===== config.mk =====
export PLATFORM = sky130hd
export DESIGN_NAME = discharge_pulse_sequencer
export DESIGN_NICKNAME = d
export VERILOG_FILES = /design/src/rtl/discharge_pulse_sequencer.sv
export SDC_FILE = /design/constraint.sdc
export NUM_CORES = 1
export LEC_CHECK = 0
export ABC_AREA = 1
export BUFFER_PORTS_ARGS = -buffer_cell sky130_fd_sc_hd__buf_2
export CORE_MARGIN = 10
export CORE_UTILIZATION = 40
export DETAILED_ROUTE_END_ITERATION = 8
export REMOVE_ABC_BUFFERS = 1
export SYNTH_ARGS = -nofsm -noshare
export SYNTH_HDL_FRONTEND = slang
export SYNTH_SLANG_ARGS = --single-unit

===== constraint.sdc =====
create_clock -name clk -period 2.4 [get_ports clk]
set_input_delay 0.12 -clock clk [delete_from_list [all_inputs] [get_ports clk]]
set_output_delay 0.12 -clock clk [all_outputs]
set_load 0.02 [all_outputs]

===== src/rtl/discharge_pulse_sequencer.sv =====
// rtl/discharge_pulse_sequencer.sv - Ton/Toff discharge pulse sequencer feeding i_set_generation
//
// Runs an IDLE -> ON -> OFF cycle. Waveform, Ton and Ip are latched at every
// pulse start and held until the next start, so a host may rewrite its
// registers at any time without disturbing a pulse in flight.
//
// Ports
//   clk, rst_n                system clock, asynchronous active-low reset
//   enable                    level, keep issuing pulses (checked only at start points)
//   abort                     level, ends an ON phase early (ignored outside ON)
//   waveform_in/Ton_in/
//   Toff_in/Ip_in             pulse parameters, sampled at pulse start
//   waveform/Ton_timer/Ip     latched parameters for i_set_generation
//   timer_buck_interleave     ON-phase cycle index 1..Ton, 0 otherwise
//   pulse_on                  high during ON
//   pulse_start/pulse_done    one-cycle strobes on first ON / first OFF cycle
//   aborted                   last ON ended by abort (cleared at next start)
//   busy                      state is not IDLE
//   pulse_cnt                 completed pulses, wraps
module discharge_pulse_sequencer #(
    parameter int CNT_W  = 16,
    parameter int PCNT_W = 16
) (
    input  logic              clk,
    input  logic              rst_n,
    input  logic              enable,
    input  logic              abort,
    input  logic [CNT_W-1:0]  waveform_in,
    input  logic [CNT_W-1:0]  Ton_in,
    input  logic [CNT_W-1:0]  Toff_in,
    input  logic [CNT_W-1:0]  Ip_in,
    output logic [CNT_W-1:0]  waveform,
    output logic [CNT_W-1:0]  Ton_timer,
    output logic [CNT_W-1:0]  Ip,
    output logic [CNT_W-1:0]  timer_buck_interleave,
    output logic              pulse_on,
    output logic              pulse_start,
    output logic              pulse_done,
    output logic              aborted,
    output logic              busy,
    output logic [PCNT_W-1:0] pulse_cnt
);

    typedef enum logic [1:0] {
        S_IDLE = 2'd0,
        S_ON   = 2'd1,
        S_OFF  = 2'd2
    } state_t;

    state_t              state_q, state_d;
    logic [CNT_W-1:0]    wf_q, wf_d;
    logic [CNT_W-1:0]    ton_q, ton_d;
    logic [CNT_W-1:0]    ip_q, ip_d;
    logic [CNT_W-1:0]    toff_q, toff_d;
    logic [CNT_W-1:0]    timer_q, timer_d;
    logic [CNT_W-1:0]    off_cnt_q, off_cnt_d;
    logic                pulse_on_q, pulse_on_d;
    logic                pulse_start_q, pulse_start_d;
    logic                pulse_done_q, pulse_done_d;
    logic                aborted_q, aborted_d;
    logic [PCNT_W-1:0]   cnt_q, cnt_d;

    logic                start_cond;
    logic                do_start;

    assign start_cond = enable && (Ton_in != '0) && (waveform_in != '0);

    // State and registered outputs
    always_ff @(posedge clk or negedge rst_n) begin
        if (!rst_n) begin
            state_q       <= S_IDLE;
            wf_q          <= '0;
            ton_q         <= '0;
            ip_q          <= '0;
            toff_q        <= '0;
            timer_q       <= '0;
            off_cnt_q     <= '0;
            pulse_on_q    <= 1'b0;
            pulse_start_q <= 1'b0;
            pulse_done_q  <= 1'b0;
            aborted_q     <= 1'b0;
            cnt_q         <= '0;
        end else begin
            state_q       <= state_d;
            wf_q          <= wf_d;
            ton_q         <= ton_d;
            ip_q          <= ip_d;
            toff_q        <= toff_d;
            timer_q       <= timer_d;
            off_cnt_q     <= off_cnt_d;
            pulse_on_q    <= pulse_on_d;
            pulse_start_q <= pulse_start_d;
            pulse_done_q  <= pulse_done_d;
            aborted_q     <= aborted_d;
            cnt_q         <= cnt_d;
        end
    end

    // Next-state logic
    always_comb begin
        state_d       = state_q;
        wf_d          = wf_q;
        ton_d         = ton_q;
        ip_d          = ip_q;
        toff_d        = toff_q;
        timer_d       = timer_q;
        off_cnt_d     = off_cnt_q;
        pulse_on_d    = pulse_on_q;
        pulse_start_d = 1'b0;
        pulse_done_d  = 1'b0;
        aborted_d     = aborted_q;
        cnt_d         = cnt_q;
        do_start      = 1'b0;

        case (state_q)
            S_IDLE: begin
                if (start_cond) begin
                    do_start = 1'b1;
                end
            end
            S_ON: begin
                // Abort wins over the timer end; the compare happens before the
                // increment so Ton = all-ones never overflows the timer.
                if (abort || (timer_q == ton_q)) begin
                    state_d      = S_OFF;
                    timer_d      = '0;
                    pulse_on_d   = 1'b0;
                    pulse_done_d = 1'b1;
                    cnt_d        = cnt_q + 1'b1;
                    aborted_d    = abort;
                    off_cnt_d    = {{(CNT_W-1){1'b0}}, 1'b1};
                end else begin
                    timer_d = timer_q + 1'b1;
                end
            end
            S_OFF: begin
                // The full Toff always elapses before enable is looked at again.
                if (off_cnt_q == toff_q) begin
                    if (start_cond) begin
                        do_start = 1'b1;
                    end else begin
                        state_d = S_IDLE;
                    end
                end else begin
                    off_cnt_d = off_cnt_q + 1'b1;
                end
            end
            default: begin
                state_d    = S_IDLE;
                timer_d    = '0;
                pulse_on_d = 1'b0;
            end
        endcase

        if (do_start) begin
            state_d       = S_ON;
            wf_d          = waveform_in;
            ton_d         = Ton_in;
            ip_d          = Ip_in;
            toff_d        = (Toff_in == '0) ? {{(CNT_W-1){1'b0}}, 1'b1} : Toff_in;
            timer_d       = {{(CNT_W-1){1'b0}}, 1'b1};
            pulse_on_d    = 1'b1;
            pulse_start_d = 1'b1;
            aborted_d     = 1'b0;
        end
    end

    // Outputs straight from registers
    always_comb begin
        waveform              = wf_q;
        Ton_timer             = ton_q;
        Ip                    = ip_q;
        timer_buck_interleave = timer_q;
        pulse_on              = pulse_on_q;
        pulse_start           = pulse_start_q;
        pulse_done            = pulse_done_q;
        aborted               = aborted_q;
        busy                  = (state_q != S_IDLE);
        pulse_cnt             = cnt_q;
    end

endmodule


# After elaboration in Yosys (flattened, before gate mapping)
# Cells that the tools add are included.
# totals
ff_bits,118
inputBits,68
# classes
muxes,24
addsub,3
reduce_logical,17
n_eq_ne,11
# op_table
op,n
two-way mux 16 bit,5
one-hot mux 16 bit (2 select lines),2
"adder 16 x 1 -> 16 bit, second input constant",3
equality test 16 bit,2
nonzero test 16 bit,2
zero test 16 bit,1
two-way mux 1 bit,10
"inequality test 3 bit, second input constant",3
two-way mux 2 bit,4
nonzero test 2 bit,4
"inequality test 2 bit, second input constant",3
one-hot mux 2 bit (3 select lines),1
AND reduction 2 bit,3
one-hot mux 1 bit (2 select lines),2
AND reduction 4 bit,1
AND reduction 3 bit,1
"equality test 2 x 1 -> 1 bit, second input constant",1
"equality test 2 bit, second input constant",1
logical AND 1 bit,2
zero test 2 bit,1
"inequality test 2 x 1 -> 1 bit, second input constant",1
OR reduction 2 bit,1
logical OR 1 bit,1

# Longest topological paths before layout
# Gate-level depths: netlist of run 1.
# depth
word_depth,8
depth_mapped,15
mapped_depth_nobuf,14

# Worst setup path after synthesis of run 1
# No wires, ideal clock.
# synth_timing
path_kind,register -> register
start,"reg timer_q[0], in the netlist timer_buck_interleave[0]"
end,reg off_cnt_q[4]
period_less_slack_ps,1717
stages_incl_launch_ff,14
path_slack_ps,683
setup_ps,119
t_required_ps,2281
arrival_ps,1598
n_path_buf,1
path_cell_list,dfrtp_1 -> inv_2 -> nand2_1 -> nand2_1 -> a21oi_1 -> nand2_1 -> nor2_1 -> nand2_1 -> nand2_2 -> nor2_4 -> nor2_1 -> buf_4 -> o21ai_0 -> and2_1
# synth_between
elab_chain_cells,4
# synth_rtl
element,line,rtl
"start, declared",55,"logic [CNT_W-1:0] timer_q, timer_d;"
"start signal, assigned",89,timer_q <= timer_d;
equality test 16 bit,124,if (abort || (timer_q == ton_q)) begin
logical OR 1 bit,124,
inequality test 2 bit (no line),n/a,
AND reduction 3 bit (no line),n/a,
"end signal, assigned",90,off_cnt_q <= off_cnt_d;
"end, declared",56,"logic [CNT_W-1:0] off_cnt_q, off_cnt_d;"
# Every way passes these cells.
# A chain may end at the register's enable or synchronous reset.

# Final worst setup path of run 1
# layout_timing
start,"reg timer_q[1], in the netlist timer_buck_interleave[1]"
end,reg off_cnt_q[4]
# Same word-level chain as after synthesis.

==> summary.md, run 1 <==
| Metric | Value |
|---|---|
| Status | `completed` |
| Post-route ant nets | `0` |
| Vias per inst | `4.75` |
| Levels on crit path | `12` |
| Avg Synthesized Cell Area | `7.69 um^2` |
| Root Driver | `clkbuf_16` |
| Ys Warns | `0` |
| Synth cell types | `29` |
| Final HPWL DP | `12500 um` |
| Delay-heaviest family, CP | `simple AND/OR/NAND/NOR gates` |
| R2R Path End | `off_cnt_q[4]` |
| Gr usage total | `17.4%` |
| H-tree depth | `4` |
| Worst Setup SP | `timer_buck_interleave[1]` |
| Setup violations, final | `0` |
| Leading area contributor after synthesis | `dfrtp_1` |
| GPL Wtd Cong | `0.864` |
| Die H | `144 um` |
| Vias in the first global route | `5698` |
| Element type at the critical path end | `register` |
| R2r startpoint | `timer_buck_interleave[1]` |
| Synth area leaders | `dfrtp_1, nand2_1, xor2_1, nor2_1, o21ai_0` |
| Final hold violations | `0` |
| Post-synthesis adder-cell area fraction | `1.22%` |
| Core area | `0.0151 mm^2` |
| Die area | `0.0207 mm^2` |
| Most common cell in the synthesized netlist | `nand2_1` |
| Synthesized area | `0.00614 mm^2` |
| Worst-path fanout max | `29` |
| Crit path arrival time | `2.41 ns` |
| Share of cells above drive strength 1 | `21.6%` |
| Initial Utilization | `40.5%` |
| Mapped Cells | `798` |
| Compound-Gate Fraction of Synth Area | `5.04%` |
| Final period util | `87.2%` |
| GR Overflow Total | `0` |
| Via Count | `5815` |
| Sequential Area | `0.00295 mm^2` |
| R2R depth | `12` |
| RSZ-0062 raised after global routing | `no` |
| # diodes | `0` |
| Setup WS pre-CTS | `0.192 ns` |
| Crit Path Class | `register to register` |
| TNS Setup | `0 ns` |
| Lkg Pwr | `4.43 nW` |
| Hold path startpoint | `Toff_in[0]` |
| FP Rows | `45` |
| Final wirelength | `17600 um` |
| PnR worst setup slack | `0.307 ns` |
| DR pass1 iterations | `6` |
| Io pins | `153` |
| Clk slew on worst S/H paths | `0.06 ns` |
| Hold depth | `3` |
| Number of flops mapped to enable cells by yosys | `0` |
| Slew Viols, Final | `0` |
| Largest family of logic cells by synthesized area | `simple AND/OR/NAND/NOR gates` |
| Fin nets | `1098` |
| Max Buffers Root-to-Sink | `2` |
| Initial drt markers | `333` |
| Cell Pwr Density | `572 mW/mm^2` |
| Startpoint Class | `register` |
| Area growth, synth to finish | `36.3%` |
| Max incr delay on CP | `0.43 ns` |
| Post-Synth XOR/XNOR Area | `6.42%` |
| Residual DRC | `0` |
| Initial antenna violation count | `0` |
| Clock sink count | `118` |
| FF-to-FF setup slack | `0.31 ns` |
| Sequential area share after synthesis | `48.1%` |
| Worst VDD drop | `0.000462 V` |
| WHS Endpoint | `toff_q[0]` |
| Worst path required time | `2.71 ns` |
| Port Buffers | `152` |
| Crit-path slowest cell | `dfrtp_1` |
| Crit-path cells | `inv_1 > nand2_1 > a21oi_1 > nand2_1 > nor2_1 > nand2_1 > nand2_4 > nor2_4 > nor2_1 > buf_6 > o21ai_0 > and2_1` |
| Worst-margin pin slew | `0.763 ns` |
| Most used cell, CP | `nand2_1` |
| #FFs+latches synth | `118` |
| Worst Hold Class | `primary input to register` |
| Most used flip-flop cell after synthesis | `dfrtp_1` |
| Simple-Gate Fraction of Synth Area | `31.8%` |
| Ys async rst share | `100%` |
| Post-route cell area | `0.00837 mm^2` |
| Post-CTS setup buffers | `0` |
| Fillers | `1403` |
| Largest net degree at the start of global routing | `56` |
| Commonest cells post-synth | `nand2_1, dfrtp_1, nor2_1, inv_1, o21ai_0` |
| Worst rel slew slack | `48.6%` |
| Placed inst area | `0.00710 mm^2` |
| Clock Skews | `0.0121 ns` |
| Num CTS Buffers | `17` |
| Tmin final | `2.09 ns` |
| Worst skew pair latency | `0.43 ns` |
| MaxCap Viol Count | `0` |
| Top-area cell type share of the netlist area | `48.1%` |
| Worst Path Buf+Inv | `2` |
| Fmax | `478 MHz` |
| First-pass GRT wire length | `28700 um` |
| DR WL/cell | `14.4 um` |
| Chip Width | `144 um` |
| Area occupied by multi-input gates | `0.00273 mm^2` |
| Proportion of synthesized area in mux cells | `0%` |
| Power Total | `0.00479 W` |
| CTS tree | `built` |
tightest hold or removal path, stage by stage:
cell	delay, ns
buf_2	0.09
a41oi_1	0.04
o21ai_0	0.16
logic make-up after synthesis:
| logic type | after synthesis |
|---|---|
| flip-flops | 118 |
| XOR/XNOR | 45 |
| AND/OR/NAND/NOR | 472 |
| AO/OA/AOI/OAI | 60 |
| buffers and inverters | 97 |
| adder cells (fa/ha/maj) | 6 |
metal layers:
| metal | part of all wire (%) | global-route usage (%) |
|---|---|---|
| met1 | 45 | 22.3 |
| met2 | 47 | 27.0 |
| met3 | 7.1 | 6.83 |
| met4 | 1.1 | 4.35 |
| met5 | 0 | 0 |
state kept, by name, indices dropped and copies added (netlist names):
signal,flops
state_q,2
toff_q,16
pulse_done,1
pulse_start,1
Ton_timer,16
pulse_cnt,16
aborted,1
pulse_on,1
off_cnt_q,16
Ip,16
waveform,16
timer_buck_interleave,16
worst max path at each step:
stage | end | slack, ns
after CTS | off_cnt_q[4] | 0.17
final | off_cnt_q[4] | 0.31
after global placement | off_cnt_q[4] | 0.19
after detailed placement | off_cnt_q[4] | 0.19
after global routing | off_cnt_q[4] | 0.03
after floorplan | aborted | -0.40
layout make-up:
class	instances	area share, %
well taps	188	2.81
clock inverters	13	1.76
multi-input cells	583	32.7
repair buffers	232	18.8
clock buffers	19	5.41
inverters	72	3.25
flip-flops and latches	118	35.3
layout by cell type, fill, tap and decap left out, types with 2 or more instances in the layout:
cell type        n
clkinv_2         2
clkbuf_8         2
o21ai_0         52
nand2_2         11
buf_4           11
ha_1             6
o22ai_1          2
nand4_1         10
clkinvlp_4       4
a21oi_1          4
bufinv_16        2
nor3_1          29
dlygate4sd3_1   65
xor2_1          37
buf_12           3
inv_2            9
nor4_1          10
buf_6            2
buf_2          151
nand3_1         38
nand2_1        298
xnor2_1          8
inv_1           61
clkinv_4         4
clkbuf_16       17
dfrtp_1        117
inv_6            2
nor2_1          71
power by group:
| group | switching [W] | internal (W) | total, W |
|---|---|---|---|
| combinational | 0.0000953 | 0.000119 | 0.000214 |
| sequential | 0.000000367 | 0.00199 | 0.00199 |
| clock | 0.000991 | 0.00159 | 0.00258 |
| total | 0.00109 | 0.00370 | 0.00479 |
per-stage QoR:
step                      hold WS, ns  instances  utilization (%)
after global routing           0.0287       1225             55.2
after global placement          0.174       1128             46.9
after CTS                      0.0104       1225             55.2
after floorplan                -0.176        773                -
final                          0.0301       1225             55.2
after detailed placement        0.182       1128             46.9
repair_timing:
action                                  4_1_cts  5_1_grt
hold buffers                                 65        0
gates resized for setup                       0        4
endpoints found under the setup margin        0        8
endpoints found under the hold margin       104        0
No activity file was read; power rests on OpenSTA's default activity.
==> run 2: changes to the inputs <==
- ABC_AREA: 1 -> unset
==> run 2 against run 1 <==
Effect of this change: via count shrank 17%; sequential power grew 61%; final area shrank 1.8%; utilization grew 4.2 points; cell count shrank 24%; maximum frequency shrank 12%; worst setup slack lost 0.29 ns; power grew 97%; routed wire length shrank 3.3%; first-iteration DRC count grew 7.8%; area after synthesis shrank 8.7%.
==> summary.md, run 2 <==
| Metric | Value |
|---|---|
| Startpoint Class | `register` |
| #FFs+latches synth | `118` |
| Initial drt markers | `359` |
| Max Buffers Root-to-Sink | `2` |
| CTS tree | `built` |
| Num CTS Buffers | `17` |
| Cell Pwr Density | `1150 mW/mm^2` |
| # diodes | `0` |
| Tmin final | `2.38 ns` |
| Io pins | `153` |
| Element type at the critical path end | `register` |
| First-pass GRT wire length | `25700 um` |
| Number of flops mapped to enable cells by yosys | `0` |
| Slew Viols, Final | `0` |
| Final period util | `99.1%` |
| Worst-margin pin slew | `0.585 ns` |
| Mapped Cells | `483` |
| Worst-path fanout max | `15` |
| Final HPWL DP | `11700 um` |
| Area occupied by multi-input gates | `0.00257 mm^2` |
| Synth cell types | `44` |
| H-tree depth | `4` |
| Clk slew on worst S/H paths | `0.05 ns` |
| Crit Path Class | `register to register` |
| Port Buffers | `152` |
| Post-route cell area | `0.00821 mm^2` |
| RSZ-0062 raised after global routing | `yes` |
| Core area | `0.0138 mm^2` |
| Setup violations, final | `0` |
| Vias in the first global route | `5048` |
| Most common cell in the synthesized netlist | `dfrtp_1` |
| Via Count | `4845` |
| MaxCap Viol Count | `0` |
| Placed inst area | `0.00671 mm^2` |
| Synth area leaders | `dfrtp_1, mux2_2, xor2_1, a21oi_1, nor4_1` |
| Final hold violations | `0` |
| Fillers | `1121` |
| Final wirelength | `17100 um` |
| Avg Synthesized Cell Area | `11.6 um^2` |
| Most used flip-flop cell after synthesis | `dfrtp_1` |
| DR WL/cell | `18.2 um` |
| Die area | `0.0191 mm^2` |
| Die H | `138 um` |
| Worst path required time | `2.69 ns` |
| Worst skew pair latency | `0.41 ns` |
| Gr usage total | `16.4%` |
| Sequential Area | `0.00295 mm^2` |
| FP Rows | `43` |
| Worst Hold Class | `primary input to register` |
| Clock sink count | `118` |
| Vias per inst | `5.18` |
| Most common cell after layout, fill and taps aside | `buf_2` |
| Chip Width | `138 um` |
| Crit path arrival time | `2.67 ns` |
| Synthesized area | `0.00560 mm^2` |
| Ys Warns | `0` |
| Power Total | `0.00943 W` |
| Ys async rst share | `100%` |
| Root Driver | `clkbuf_16` |
| Fmax | `420 MHz` |
| Lkg Pwr | `3.93 nW` |
| Area growth, synth to finish | `46.6%` |
| Placed cells | `826` |
| Initial antenna violation count | `0` |
| Top-area cell type share of the netlist area | `52.7%` |
| Share of cells above drive strength 1 | `39.7%` |
| Final cell count without fillers | `935` |
| Largest net degree at the start of global routing | `60` |
| GPL Wtd Cong | `0.836` |
| Fin nets | `816` |
| Post-route ant nets | `0` |
| Leading area contributor after synthesis | `dfrtp_1` |
| GR Overflow Total | `0` |
| Clock Skews | `0.00791 ns` |
| Worst rel slew slack | `60.6%` |
| Status | `completed` |
| Residual DRC | `0` |
| DR pass1 iterations | `4` |
| Worst VDD drop | `0.000611 V` |
| Most frequent cells in the layout | `buf_2, dfrtp_1, dlygate4sd3_1, xor2_1, mux2_2` |
| Initial Utilization | `40.5%` |
| Commonest cells post-synth | `dfrtp_1, mux2_2, xor2_1, a21oi_1, o21ai_0` |
| Sequential area share after synthesis | `52.7%` |
==> run 2: cell types whose count changed after synthesis, sizes merged, moves of 7 or more <==
| cell | previous run | this run |
|---|---|---|
| or4 | 0 | 7 |
| buf | 19 | 10 |
| nor4 | 10 | 24 |
| o31ai | 0 | 10 |
| nor2 | 73 | 16 |
| nor3 | 29 | 8 |
| nand3 | 38 | 22 |
| or3 | 1 | 19 |
| o21ai | 52 | 25 |
| mux2 | 0 | 63 |
| inv | 70 | 19 |
| nand2 | 310 | 22 |
| a21oi | 4 | 27 |
==> run 2: repair_timing <==
item                                   CTS  global route
setup endpoints to repair               50            87
setup buffers                            1             5
resized for setup                        0            39
cloned                                   0             6
hold buffers                            65             0
pin swaps                                1             6
endpoints found under the hold margin   99             0
==> run 2: final cells by class <==
cell class,count,area share (%)
clock buffer,30,6.63
clock inverter,2,0.122
inverter,20,0.914
multi-input combinational,328,31.3
sequential,118,36.0
tap,180,2.74
timing repair buffer,257,22.3
==> run 2: power by group <==
part / switching (W) / internal [W] / leakage, nW
combinational: 0.00213 / 0.00175 / 2.19
clock: 0.000840 / 0.00151 / 0.275
sequential: 0.000545 / 0.00266 / 1.46
total: 0.00351 / 0.00592 / 3.93
==> run 2: worst max-delay path: stages, from the launching register on <==
cell,delay [ns]
dfrtp_1,0.40
xor2_1,0.18
nor4_2,0.37
nand4_2,0.22
o31ai_4,0.40
buf_6,0.18
buf_12,0.15
mux2_2,0.35
==> run 2: metal layers <==
metal	vias to the layer above	part of all wire, %	global-route usage, %
li1	2284	-	-
met4	0	1.3	5.77
met2	145	50	27.3
met5	-	0	0
met3	17	6.5	5.75
met1	2399	43	19.0
==> run 2: logic make-up (layout without fill, tap and decap cells) <==
group	after synthesis	after routing	synth area share, %
multiplexers	64	64	12.8
XOR/XNOR	47	47	7.35
buffers and inverters	37	309	3.60
AO/OA/AOI/OAI	76	76	8.60
adder cells (fa/ha/maj)	6	6	1.34
flip-flops	118	118	52.7
AND/OR/NAND/NOR	135	135	13.6
==> run 2: worst paths after layout <==
path / from / slack (ns) / endpoint / cells after the start
setup / recovery: off_cnt_q[10] / 0.02 / toff_q[7] / 7
hold / removal: abort / 0.04 / aborted / 3
setup reg to reg: off_cnt_q[10] / 0.02 / toff_q[7] / 7
hold reg to reg: pulse_cnt[15] / 0.47 / pulse_cnt[15] / 1
max in group asynchronous: rst_n / 1.47 / off_cnt_q[12] / 3
min in group asynchronous: rst_n / 0.23 / pulse_cnt[13] / 2
==> run 2: through the flow <==
| step | hold WS [ns] | setup slack, ns | util, % | TNS [ns] |
|---|---|---|---|---|
| 6_report | 0.0397 | 0.0216 | 59.4 | 0 |
| 5_1_grt | 0.0611 | -0.0872 | 59.4 | -2.57 |
| 4_1_cts | 0.0271 | 0.0224 | 57.3 | 0 |
| 3_5_place_dp | 0.135 | -0.0341 | 48.5 | -0.629 |
| 3_3_place_gp | 0.122 | 0.00605 | 48.5 | 0 |
| 2_1_floorplan | -0.176 | -1.11 | - | -90.29 |
